[config.mk]
export PLATFORM = sky130hd
export DESIGN_NAME = rc4_ksa_engine
export DESIGN_NICKNAME = d
export VERILOG_FILES = /design/src/rtl/rc4_pkg.sv /design/src/rtl/rc4_key_mux.sv /design/src/rtl/rc4_ksa_engine.sv
export SDC_FILE = /design/constraint.sdc
export NUM_CORES = 1
export LEC_CHECK = 0
export ABC_AREA = 1
export CAP_MARGIN = 15
export CORE_MARGIN = 3
export CORE_UTILIZATION = 28
export CTS_CLUSTER_SIZE = 20
export DETAILED_ROUTE_END_ITERATION = 10
export GPL_TIMING_DRIVEN = 0
export SYNTH_ARGS = -nofsm -noshare
export SYNTH_HDL_FRONTEND = slang
export SYNTH_SLANG_ARGS = --single-unit
[constraint.sdc]
create_clock -name clk -period 4.2 [get_ports clk]
set_input_delay 0.42 -clock clk [delete_from_list [all_inputs] [get_ports clk]]
set_output_delay 0.42 -clock clk [all_outputs]
set_load 0.02 [all_outputs]
[src/rtl/rc4_pkg.sv]
// Shared types for the RC4 key-scheduling engine: FSM state encoding and
// operation modes.
package rc4_pkg;

  typedef enum logic [3:0] {
    ST_IDLE    = 4'd0,
    ST_INIT_WR = 4'd1,
    ST_RD_I    = 4'd2,
    ST_WAIT_I  = 4'd3,
    ST_RD_J    = 4'd4,
    ST_WAIT_J  = 4'd5,
    ST_WR_I    = 4'd6,
    ST_WR_J    = 4'd7,
    ST_FINISH  = 4'd8
  } rc4_state_e;

  typedef enum logic [1:0] {
    MODE_INIT     = 2'd0,
    MODE_SHUFFLE  = 2'd1,
    MODE_BOTH     = 2'd2,
    MODE_BOTH_ALT = 2'd3
  } rc4_mode_e;

  localparam int RC4_MAX_READ_LATENCY = 3;

endpackage

[src/rtl/rc4_key_mux.sv]
// Selects key byte k from the packed key vector (byte 0 in the LSBs).
// Indices at or beyond MAX_KEY_BYTES return zero.
module rc4_key_mux #(
  parameter int DATA_WIDTH    = 8,
  parameter int MAX_KEY_BYTES = 16,
  parameter int K_WIDTH       = 5
) (
  input  logic [MAX_KEY_BYTES*DATA_WIDTH-1:0] key,
  input  logic [K_WIDTH-1:0]                  k,
  output logic [DATA_WIDTH-1:0]               key_byte
);

  always_comb begin
    key_byte = '0;
    for (int b = 0; b < MAX_KEY_BYTES; b++) begin
      if (k == K_WIDTH'(b)) key_byte = key[b*DATA_WIDTH +: DATA_WIDTH];
    end
  end

endmodule

[src/rtl/rc4_ksa_engine.sv]
// RC4 key-scheduling engine driving an external synchronous S-box RAM.
// Handshake: start is a one-cycle request honoured only in IDLE; done/error are one-cycle result pulses.
module rc4_ksa_engine
  import rc4_pkg::*;
#(
  parameter int DATA_WIDTH    = 8,
  parameter int ADDR_WIDTH    = 8,
  parameter int MAX_KEY_BYTES = 16,
  parameter int READ_LATENCY  = 1
) (
  input  logic                                clk,
  input  logic                                reset_n,
  input  logic                                start,
  input  logic [1:0]                          mode,
  input  logic [$clog2(MAX_KEY_BYTES+1)-1:0]  key_len,
  input  logic [MAX_KEY_BYTES*DATA_WIDTH-1:0] key,
  input  logic                                abort,
  input  logic [DATA_WIDTH-1:0]               ram_rdata,
  output logic [ADDR_WIDTH-1:0]               ram_addr,
  output logic [DATA_WIDTH-1:0]               ram_wdata,
  output logic                                ram_we,
  output logic                                busy,
  output logic                                done,
  output logic                                error,
  output logic [ADDR_WIDTH-1:0]               i_tap,
  output logic [ADDR_WIDTH-1:0]               j_tap,
  output logic [3:0]                          state_tap
);

  localparam int KW = $clog2(MAX_KEY_BYTES+1);

  if (DATA_WIDTH < ADDR_WIDTH) begin : g_bad_width
    $error("rc4_ksa_engine: DATA_WIDTH must be >= ADDR_WIDTH");
  end
  if (READ_LATENCY < 1 || READ_LATENCY > RC4_MAX_READ_LATENCY) begin : g_bad_latency
    $error("rc4_ksa_engine: READ_LATENCY must be 1..3");
  end

  rc4_state_e            state_q, state_d;
  logic [ADDR_WIDTH-1:0] i_q, i_d, j_q, j_d;
  logic [KW-1:0]         k_q, k_d, key_len_q, key_len_d;
  logic                  shuffle_q, shuffle_d;
  logic [DATA_WIDTH-1:0] si_q, si_d, sj_q, sj_d;
  logic [1:0]            wait_q, wait_d;
  logic                  armed_q, armed_d;
  logic [ADDR_WIDTH-1:0] ram_addr_q, ram_addr_d;
  logic [DATA_WIDTH-1:0] ram_wdata_q, ram_wdata_d;
  logic                  ram_we_q, ram_we_d;
  logic                  busy_q, busy_d, done_q, done_d, error_q, error_d;

  logic [DATA_WIDTH-1:0] key_byte;
  logic [ADDR_WIDTH-1:0] i_inc, j_sum;
  logic                  wait_last, bad_len;

  rc4_key_mux #(
    .DATA_WIDTH   (DATA_WIDTH),
    .MAX_KEY_BYTES(MAX_KEY_BYTES),
    .K_WIDTH      (KW)
  ) u_key_mux (
    .key     (key),
    .k       (k_q),
    .key_byte(key_byte)
  );

  assign i_inc     = i_q + 1'b1;
  assign j_sum     = j_q + ram_rdata[ADDR_WIDTH-1:0] + key_byte[ADDR_WIDTH-1:0];
  assign wait_last = (wait_q == 2'(READ_LATENCY-1));
  assign bad_len   = (key_len == '0) || (key_len > KW'(MAX_KEY_BYTES));

  always_comb begin
    state_d     = state_q;
    i_d         = i_q;
    j_d         = j_q;
    k_d         = k_q;
    key_len_d   = key_len_q;
    shuffle_d   = shuffle_q;
    si_d        = si_q;
    sj_d        = sj_q;
    wait_d      = wait_q;
    armed_d     = 1'b1;
    ram_addr_d  = ram_addr_q;
    ram_wdata_d = ram_wdata_q;
    ram_we_d    = 1'b0;
    done_d      = 1'b0;
    error_d     = 1'b0;

    case (state_q)
      ST_IDLE: begin
        // armed_q holds off the very first edge after reset release.
        if (start && !abort && armed_q) begin
          if (mode != MODE_INIT && bad_len) begin
            error_d = 1'b1;
          end else begin
            key_len_d  = key_len;
            shuffle_d  = (mode != MODE_INIT);
            i_d        = '0;
            j_d        = '0;
            k_d        = '0;
            ram_addr_d = '0;
            if (mode == MODE_SHUFFLE) begin
              state_d = ST_RD_I;
            end else begin
              state_d     = ST_INIT_WR;
              ram_wdata_d = '0;
              ram_we_d    = 1'b1;
            end
          end
        end
      end
      ST_INIT_WR: begin
        if (i_q == '1) begin
          i_d = '0;
          state_d = shuffle_q ? ST_RD_I : ST_FINISH;
          ram_addr_d = '0;
        end else begin
          i_d         = i_inc;
          ram_addr_d  = i_inc;
          ram_wdata_d = DATA_WIDTH'(i_inc);
          ram_we_d    = 1'b1;
        end
      end
      ST_RD_I: begin
        state_d = ST_WAIT_I;
        wait_d  = '0;
      end
      ST_WAIT_I: begin
        if (wait_last) begin
          si_d       = ram_rdata;
          j_d        = j_sum;
          ram_addr_d = j_sum;
          state_d    = ST_RD_J;
        end else begin
          wait_d = wait_q + 1'b1;
        end
      end
      ST_RD_J: begin
        state_d = ST_WAIT_J;
        wait_d  = '0;
      end
      ST_WAIT_J: begin
        if (wait_last) begin
          sj_d        = ram_rdata;
          ram_addr_d  = i_q;
          ram_wdata_d = ram_rdata;
          ram_we_d    = 1'b1;
          state_d     = ST_WR_I;
        end else begin
          wait_d = wait_q + 1'b1;
        end
      end
      ST_WR_I: begin
        ram_addr_d  = j_q;
        ram_wdata_d = si_q;
        ram_we_d    = 1'b1;
        state_d     = ST_WR_J;
      end
      ST_WR_J: begin
        k_d = (k_q == KW'(key_len_q - 1'b1)) ? '0 : k_q + 1'b1;
        if (i_q == '1) begin
          state_d = ST_FINISH;
        end else begin
          i_d        = i_inc;
          ram_addr_d = i_inc;
          state_d    = ST_RD_I;
        end
      end
      ST_FINISH: begin
        done_d  = 1'b1;
        state_d = ST_IDLE;
      end
      default: state_d = ST_IDLE;
    endcase

    // Abort wins over everything; the write presented this cycle still lands.
    if (abort && state_q != ST_IDLE) begin
      state_d  = ST_IDLE;
      ram_we_d = 1'b0;
      done_d   = 1'b0;
      error_d  = 1'b0;
    end

    busy_d = (state_d != ST_IDLE);
  end

  always_ff @(posedge clk or negedge reset_n) begin
    if (!reset_n) begin
      state_q     <= ST_IDLE;
      i_q         <= '0;
      j_q         <= '0;
      k_q         <= '0;
      key_len_q   <= '0;
      shuffle_q   <= 1'b0;
      si_q        <= '0;
      sj_q        <= '0;
      wait_q      <= '0;
      armed_q     <= 1'b0;
      ram_addr_q  <= '0;
      ram_wdata_q <= '0;
      ram_we_q    <= 1'b0;
      busy_q      <= 1'b0;
      done_q      <= 1'b0;
      error_q     <= 1'b0;
    end else begin
      state_q     <= state_d;
      i_q         <= i_d;
      j_q         <= j_d;
      k_q         <= k_d;
      key_len_q   <= key_len_d;
      shuffle_q   <= shuffle_d;
      si_q        <= si_d;
      sj_q        <= sj_d;
      wait_q      <= wait_d;
      armed_q     <= armed_d;
      ram_addr_q  <= ram_addr_d;
      ram_wdata_q <= ram_wdata_d;
      ram_we_q    <= ram_we_d;
      busy_q      <= busy_d;
      done_q      <= done_d;
      error_q     <= error_d;
    end
  end

  assign ram_addr  = ram_addr_q;
  assign ram_wdata = ram_wdata_q;
  assign ram_we    = ram_we_q;
  assign busy      = busy_q;
  assign done      = done_q;
  assign error     = error_q;
  assign i_tap     = i_q;
  assign j_tap     = j_q;
  assign state_tap = state_q;

endmodule
### After elaboration in Yosys (flattened, before gate mapping)

Cells that the tools add are included.

| cells by class | value |
|---|---|
| order comparisons | 1 |
| bitwise gates (word level) | 1 |
| mux-type cells | 59 |
| add/sub/neg operators | 6 |
| reductions and logical operators | 29 |
| equality and inequality tests | 34 |

Operators with widths:

| cell | count |
|---|---|
| 8-bit 2-to-1 mux | 26 |
| 8-bit case mux with 6 select lines | 1 |
| 5-bit by 4-bit == test with 1-bit output (second input constant) | 8 |
| 4-bit 2-to-1 mux | 8 |
| 4-bit case mux with 8 select lines | 1 |
| 8-bit case mux with 4 select lines | 1 |
| 8-bit case mux with 3 select lines | 1 |
| 5-bit by 3-bit == test with 1-bit output (second input constant) | 4 |
| 8-bit adder | 2 |
| 4-bit by 3-bit == test with 1-bit output (second input constant) | 4 |
| 2-bit != test (second input constant) | 8 |
| 8-bit case mux with 2 select lines | 1 |
| 5-bit 2-to-1 mux | 3 |
| 1-bit 2-to-1 mux | 12 |
| 6-bit AND reduction | 2 |
| 4-bit nonzero test | 3 |
| 5-bit by 2-bit == test with 1-bit output (second input constant) | 2 |
| 5-bit zero test | 2 |
| 5-bit case mux with 2 select lines | 1 |
| 8-bit by 1-bit adder with 8-bit output (second input constant) | 1 |
| 4-bit by 2-bit == test with 1-bit output (second input constant) | 2 |
| 8-bit == test (second input constant) | 1 |
| 4-bit AND reduction | 2 |
| 2-bit nonzero test | 4 |
| 23 further kinds | 30 |

| word-level totals | value |
|---|---|
| output and inout bits | 40 |
| input port bits | 147 |
| logic and storage cells | 145 |
| register bits after elaboration | 62 |

### Logic depth before layout (Yosys ltp)

| depth | value |
|---|---|
| word-level depth | 20 |
| gate-level depth with buffers | 37 |
| depth with buffers taken out | 37 |

### Hierarchy

A second synthesis with hierarchy kept.

| second synthesis, totals | value |
|---|---|
| cells, all modules | 789 |
| area, all modules | 5,185.0 um2 |

By module, submodules not included:

| module | instances | area each (um2) | seq. area each (um2) | cells each |
|---|---|---|---|---|
| rc4_ksa_engine | 1 | 3,827.4 | 1,551.5 | 503 |
| rc4_key_mux | 1 | 1,357.6 | 0.0 | 286 |

### Worst setup path before layout

OpenSTA, ideal clock, no wires.

| timing | value |
|---|---|
| path kind | flip-flop to flip-flop |
| from | register k_q[0] |
| to | register ram_addr_q[7] (netlist: ram_addr[7]) |
| period minus slack after synthesis | 4.355 ns |
| path buffers | 1 |
| setup time | 0.065 ns |
| data required time | 4.135 ns |
| setup slack | -0.155 ns |
| data arrival time | 4.290 ns |
| cell stages (with the launch flop) | 38 |
| path through | dfrtp_1 inv_1 ha_1 inv_1 nor2_1 nand2_2 buf_6 nand3_1 o21ai_1 o211ai_1 nand2_1 nand3_1 nand3_1 nand3_1 nand2_1 nand3_1 nand3_1 nand3_1 [2 not listed] nand2_1 fa_1 inv_1 ha_1 inv_1 fa_1 o31ai_1 inv_1 nor2_1 nor2_1 o21bai_1 xor2_1 inv_1 nand3_1 nand3_2 nand2_1 nand2_1 nand2_1 |

| between the ends | value |
|---|---|
| word-level cells in the longest chain between the ends | 20 |
| elaborated cells between the ends (all ways) | 35 |
| classes of those cells | add/sub (1); eq/ne (15); mux (18); reduce/logical (1) |

RTL lines:

| item | line | text |
|---|---|---|
| start, declared | rc4_ksa_engine.sv:41 | `logic [KW-1:0] k_q, k_d, key_len_q, key_len_d;` |
| start signal, assigned | rc4_ksa_engine.sv:207 | `k_q <= k_d;` |
| 5-bit zero test | rc4_key_mux.sv:16 | `if (k == K_WIDTH'(b)) key_byte = key[b*DATA_WIDTH +: DATA_WIDTH];` |
| 8-bit 2-to-1 mux (15 in series) | rc4_key_mux.sv:16 |  |
| 8-bit 2-to-1 mux * | rc4_key_mux.sv:16 |  |
| 8-bit adder * | rc4_ksa_engine.sv:66 | `assign j_sum = j_q + ram_rdata[ADDR_WIDTH-1:0] + key_byte[ADDR_WIDTH-1:0];` |
| 8-bit 2-to-1 mux * | rc4_ksa_engine.sv:127 | `if (wait_last) begin` |
| 8-bit case mux with 6 select lines * | rc4_ksa_engine.sv:87 | `case (state_q)` |
| end signal, assigned | rc4_ksa_engine.sv:214 | `ram_addr_q <= ram_addr_d;` |
| end, declared | rc4_ksa_engine.sv:46 | `logic [ADDR_WIDTH-1:0] ram_addr_q, ram_addr_d;` |

Mark *: on every way between the ends. The rest lies on a longest branch, timed or not. The select of a mux whose other input is x is not followed.
A chain may end at the register's enable or synchronous reset.

### Worst setup path after layout

Same ends and word-level chain as after synthesis.

==> summary.md <==
| Metric | Value |
|---|---|
| Run status | finished, violations left |
| Failing checks | setup timing |
| Most frequent CP cell | nand2_1 |
| Maximum capacitance violations | 0 |
| Post-route DRC violation count | 0 |
| Final Skew | 0.00563 ns |
| Placement row count | 48 |
| Max H-tree Level | 3 |
| Number of nets in the layout | 1,182 |
| Worst-case reg-to-reg path depth | 35 |
| Dominant cells by area after synthesis | dfrtp_1 30%, nand2_1 17%, inv_1 8.0% |
| Pin count of the biggest net entering global routing | 63 |
| Worst-case headroom to the max-slew limit | 0.463 |
| Vertical die dimension | 141 µm |
| Worst reg2reg startpoint | k_q[0]$_DFFE_PN0P_ |
| Via count | 5,891 |
| Number of enable-type register cells in the synthesized netlist | 0 |
| Number of distinct library cells after synthesis | 48 |
| Arrival time of data at the critical path endpoint | 5.00 ns |
| Post-detailed-route via-to-cell ratio | 4.74 |
| Share of layout cells above drive strength 1 | 0.155 |
| Boundary pin count | 187 |
| GRT met1 Usage | 0.243 |
| Gr ovfl total | 0 |
| Final number of max-transition violations | 0 |
| Pre-Repair DR Iteration Count | 5 |
| Core Box Area | 17,600 µm² |
| Post-synth ARST share | 1.00 |
| Library cell used as clock root buffer | clkbuf_16 |
| Count of buffers from port buffering | 186 |
| Average wire per cell in the routed design | 15.6 µm |
| Slew of the pin with the lowest slew margin | between 0.8 and 0.9 ns |
| Final worst setup slack | -0.539 ns |
| Starting utilization of the core area | 0.292 |
| Category of the worst setup path capture point | flop |
| Drt total wl | 19.4 mm |
| Sum of negative setup slack | -2.52 ns |
| Kind of start point of the critical path | flop |
| Number of violations reported at the end of detailed-routing iteration 0 | 275 |
| Final core utilization | 0.460 |
| Global routing usage summed across all routing layers | 0.185 |
| Critical Path Slowest Stage Cell | fa_1 |
| Main synth FF type | dfrtp_1 |
| PwrDens | 619 nW/µm² |
| Sum of net half-perimeters after detailed placement | 15.0 mm |
| Worst setup path class | reg2reg |
| Leakage power figure | between 3 and 4 nW |
| Die area | ~20,000 µm² |
| Layer carrying the most global-route usage | met2 |
| Area fraction of the dominant cell type after synthesis | 0.302 |
| Antenna violations before repair | 0 |
| Number of sinks driven by the clock tree | 62 |
| Met3 usage | 0.0354 |
| Num CTS Buffers | 9 |
| Netlist Area Pre-Place | 5140 µm² |
| Number of global-route vias before repair | 5,702 |
| Number of instances in the synthesized netlist | 780 |
| Number of flip-flops and latches in the synthesized netlist | 62 |
| Hold violation total from the final report | 0 |
| Crit path required time | 4.46 ns |
| R2R Setup Slk | -0.54 ns |
| Area growth from synthesis to final layout | 57.6% |
| Final Critical Period | 4.74 ns |
| Max Clock Freq | 211 MHz |
| Worst-case clock buffer depth | 2 |
| Count of antenna-violating nets left after detailed routing | 0 |
| Max IR drop VDD | 0.259 mV |
| Average instance area after synthesis | 6.58 µm² |
| Worst skew pair latency | between 0.3 and 0.4 ns |
| Slowest Stage Delay on Critical Path | 0.55 ns |
| Most frequent cells in the layout | 235 x nand2_1, 185 x clkdlybuf4s50_1, 104 x inv_1 |
| Share of the cycle needed by the critical path after routing | 1.13 |
| TritonCTS clock tree | done |
| Library cell with the largest summed area after synthesis | dfrtp_1 |
| Most common cell after layout, fill and taps aside | nand2_1 |
| Global-route track usage on met2 | 0.311 |
| Antenna Cells | 0 |
| Worst hold path type | in2async |
| Number of nets in the synthesized netlist | around 950 |
| Number of hold buffers added after cts | 0 |
| Post-CTS clock slew at the launch and capture registers of the worst setup and hold paths | 0.05 ns |
| R2r endpoint | ram_addr[7]$_DFFE_PN0P_ |
| CP max FO | 4 |
| RD Place Congestion | 0.935 |
| Setup violations, final | 7 |
| Wire length of the first global-routing pass | 29.5 mm |
| Horizontal extent of the die | between 100 and 150 µm |
| Sequential element share of the synthesized area | 0.302 |
| Setup repair after global routing missed its margin | true |
| Warnings from Yosys | 0 |
timing repair:
item,4_1_cts,5_1_grt
pin swaps,33,26
endpoints found under the setup margin,7,11
gates resized for setup,40,22
setup buffers,29,8
critical path: cells and delay by family, from the launching register on:
kind / cells / cell delay [ns]
AO/OA/AOI/OAI: 7 / 1.07
AND/OR/NAND/NOR: 16 / 1.26
XOR/XNOR: 1 / 0.19
flip-flops: 1 / 0.43
buffers and inverters: 8 / 0.67
adder cells (fa/ha/maj): 3 / 1.08
synthesized netlist by cell type, drive strengths merged, types with 3 or more instances:
cell	count
a21oi	13
a221oi	4
buf	7
clkbuf	6
dfrtp	62
fa	8
ha	14
inv	126
mux2	4
nand2	245
nand3	57
nand4	11
nor2	77
nor3	5
nor4	4
o2111ai	4
o211ai	8
o21ai	73
o21bai	7
o31ai	4
or2	15
xnor2	3
xor2	8
cells by family after synthesis:
kind of cell / share of synthesized area
multiplexers: 0.00877
AND/OR/NAND/NOR: 0.353
buffers and inverters: 0.107
other: 0.000730
adder cells (fa/ha/maj): 0.0653
AO/OA/AOI/OAI: 0.144
flip-flops: 0.302
XOR/XNOR: 0.0188
power by group:
group | internal [mW] | switching [mW] | total (mW) | leakage (nW)
sequential | 0.770 | 0.150 | 0.920 | 0.811
clock | 0.443 | 0.259 | 0.702 | 0.148
combinational | 1.46 | 1.92 | 3.39 | 2.78
total | 2.68 | 2.33 | 5.01 | 3.74
how the worst max path moves through the flow:
stage                                         end  slack (ns)                from
final                     ram_addr[7]$_DFFE_PN0P_       -0.54  k_q[0]$_DFFE_PN0P_
after global routing      ram_addr[7]$_DFFE_PN0P_       -0.92  k_q[0]$_DFFE_PN0P_
after CTS                 ram_addr[7]$_DFFE_PN0P_       -0.55  k_q[1]$_DFFE_PN0P_
after detailed placement  ram_addr[7]$_DFFE_PN0P_       -0.85  k_q[0]$_DFFE_PN0P_
after global placement    ram_addr[7]$_DFFE_PN0P_       -0.78  k_q[1]$_DFFE_PN0P_
after floorplan           ram_addr[7]$_DFFE_PN0P_       0.006  k_q[0]$_DFFE_PN0P_
sequential cells by signal (all words and copies together), names as in the netlist:
signal / count
i_tap: 8
j_tap: 8
ram_addr: 8
ram_wdata: 8
si_q: 8
k_q: 5
key_len_q: 5
state_tap: 4
wait_q: 2
armed_q: 1
busy: 1
done: 1
error: 1
ram_we: 1
shuffle_q: 1
layout make-up:
| cell class | count | area (µm²) |
|---|---|---|
| Clock buffer | 12 | 267 |
| Tap cell | 225 | 282 |
| Fill cell | 1813 | 9500 |
| Inverter | 126 | 483 |
| Clock inverter | 4 | 20.0 |
| Sequential cell | 62 | 1560 |
| Buffer | 12 | 67.6 |
| Multi-Input combinational cell | 579 | 3260 |
| Timing Repair Buffer | 223 | 2160 |
per-stage QoR:
| stage | cell area [µm²] | power [mW] | setup WS (ns) | cells | hold WS, ns |
|---|---|---|---|---|---|
| 3_3_place_gp | 7290 | 3.65 | -0.775 | 1191 | 0.466 |
| 3_5_place_dp | 7290 | 3.68 | -0.853 | 1191 | 0.468 |
| 6_report | 8090 | 5.01 | -0.539 | 1243 | 0.181 |
| 5_1_grt | 8090 | 5.51 | -0.920 | 1243 | 0.256 |
| 2_1_floorplan | 5150 | 2.76 | 0.00607 | 780 | 0.124 |
| 4_1_cts | 7950 | 4.84 | -0.553 | 1235 | 0.214 |
per-layer routing:
metal / routed length, µm / vias up
met4: 319 / 0
met5: 0 / -
li1: - / 2976
met3: 1540 / 22
met2: 8860 / 215
met1: 8700 / 2678
Note: power is estimated with default switching activity, not from simulation.
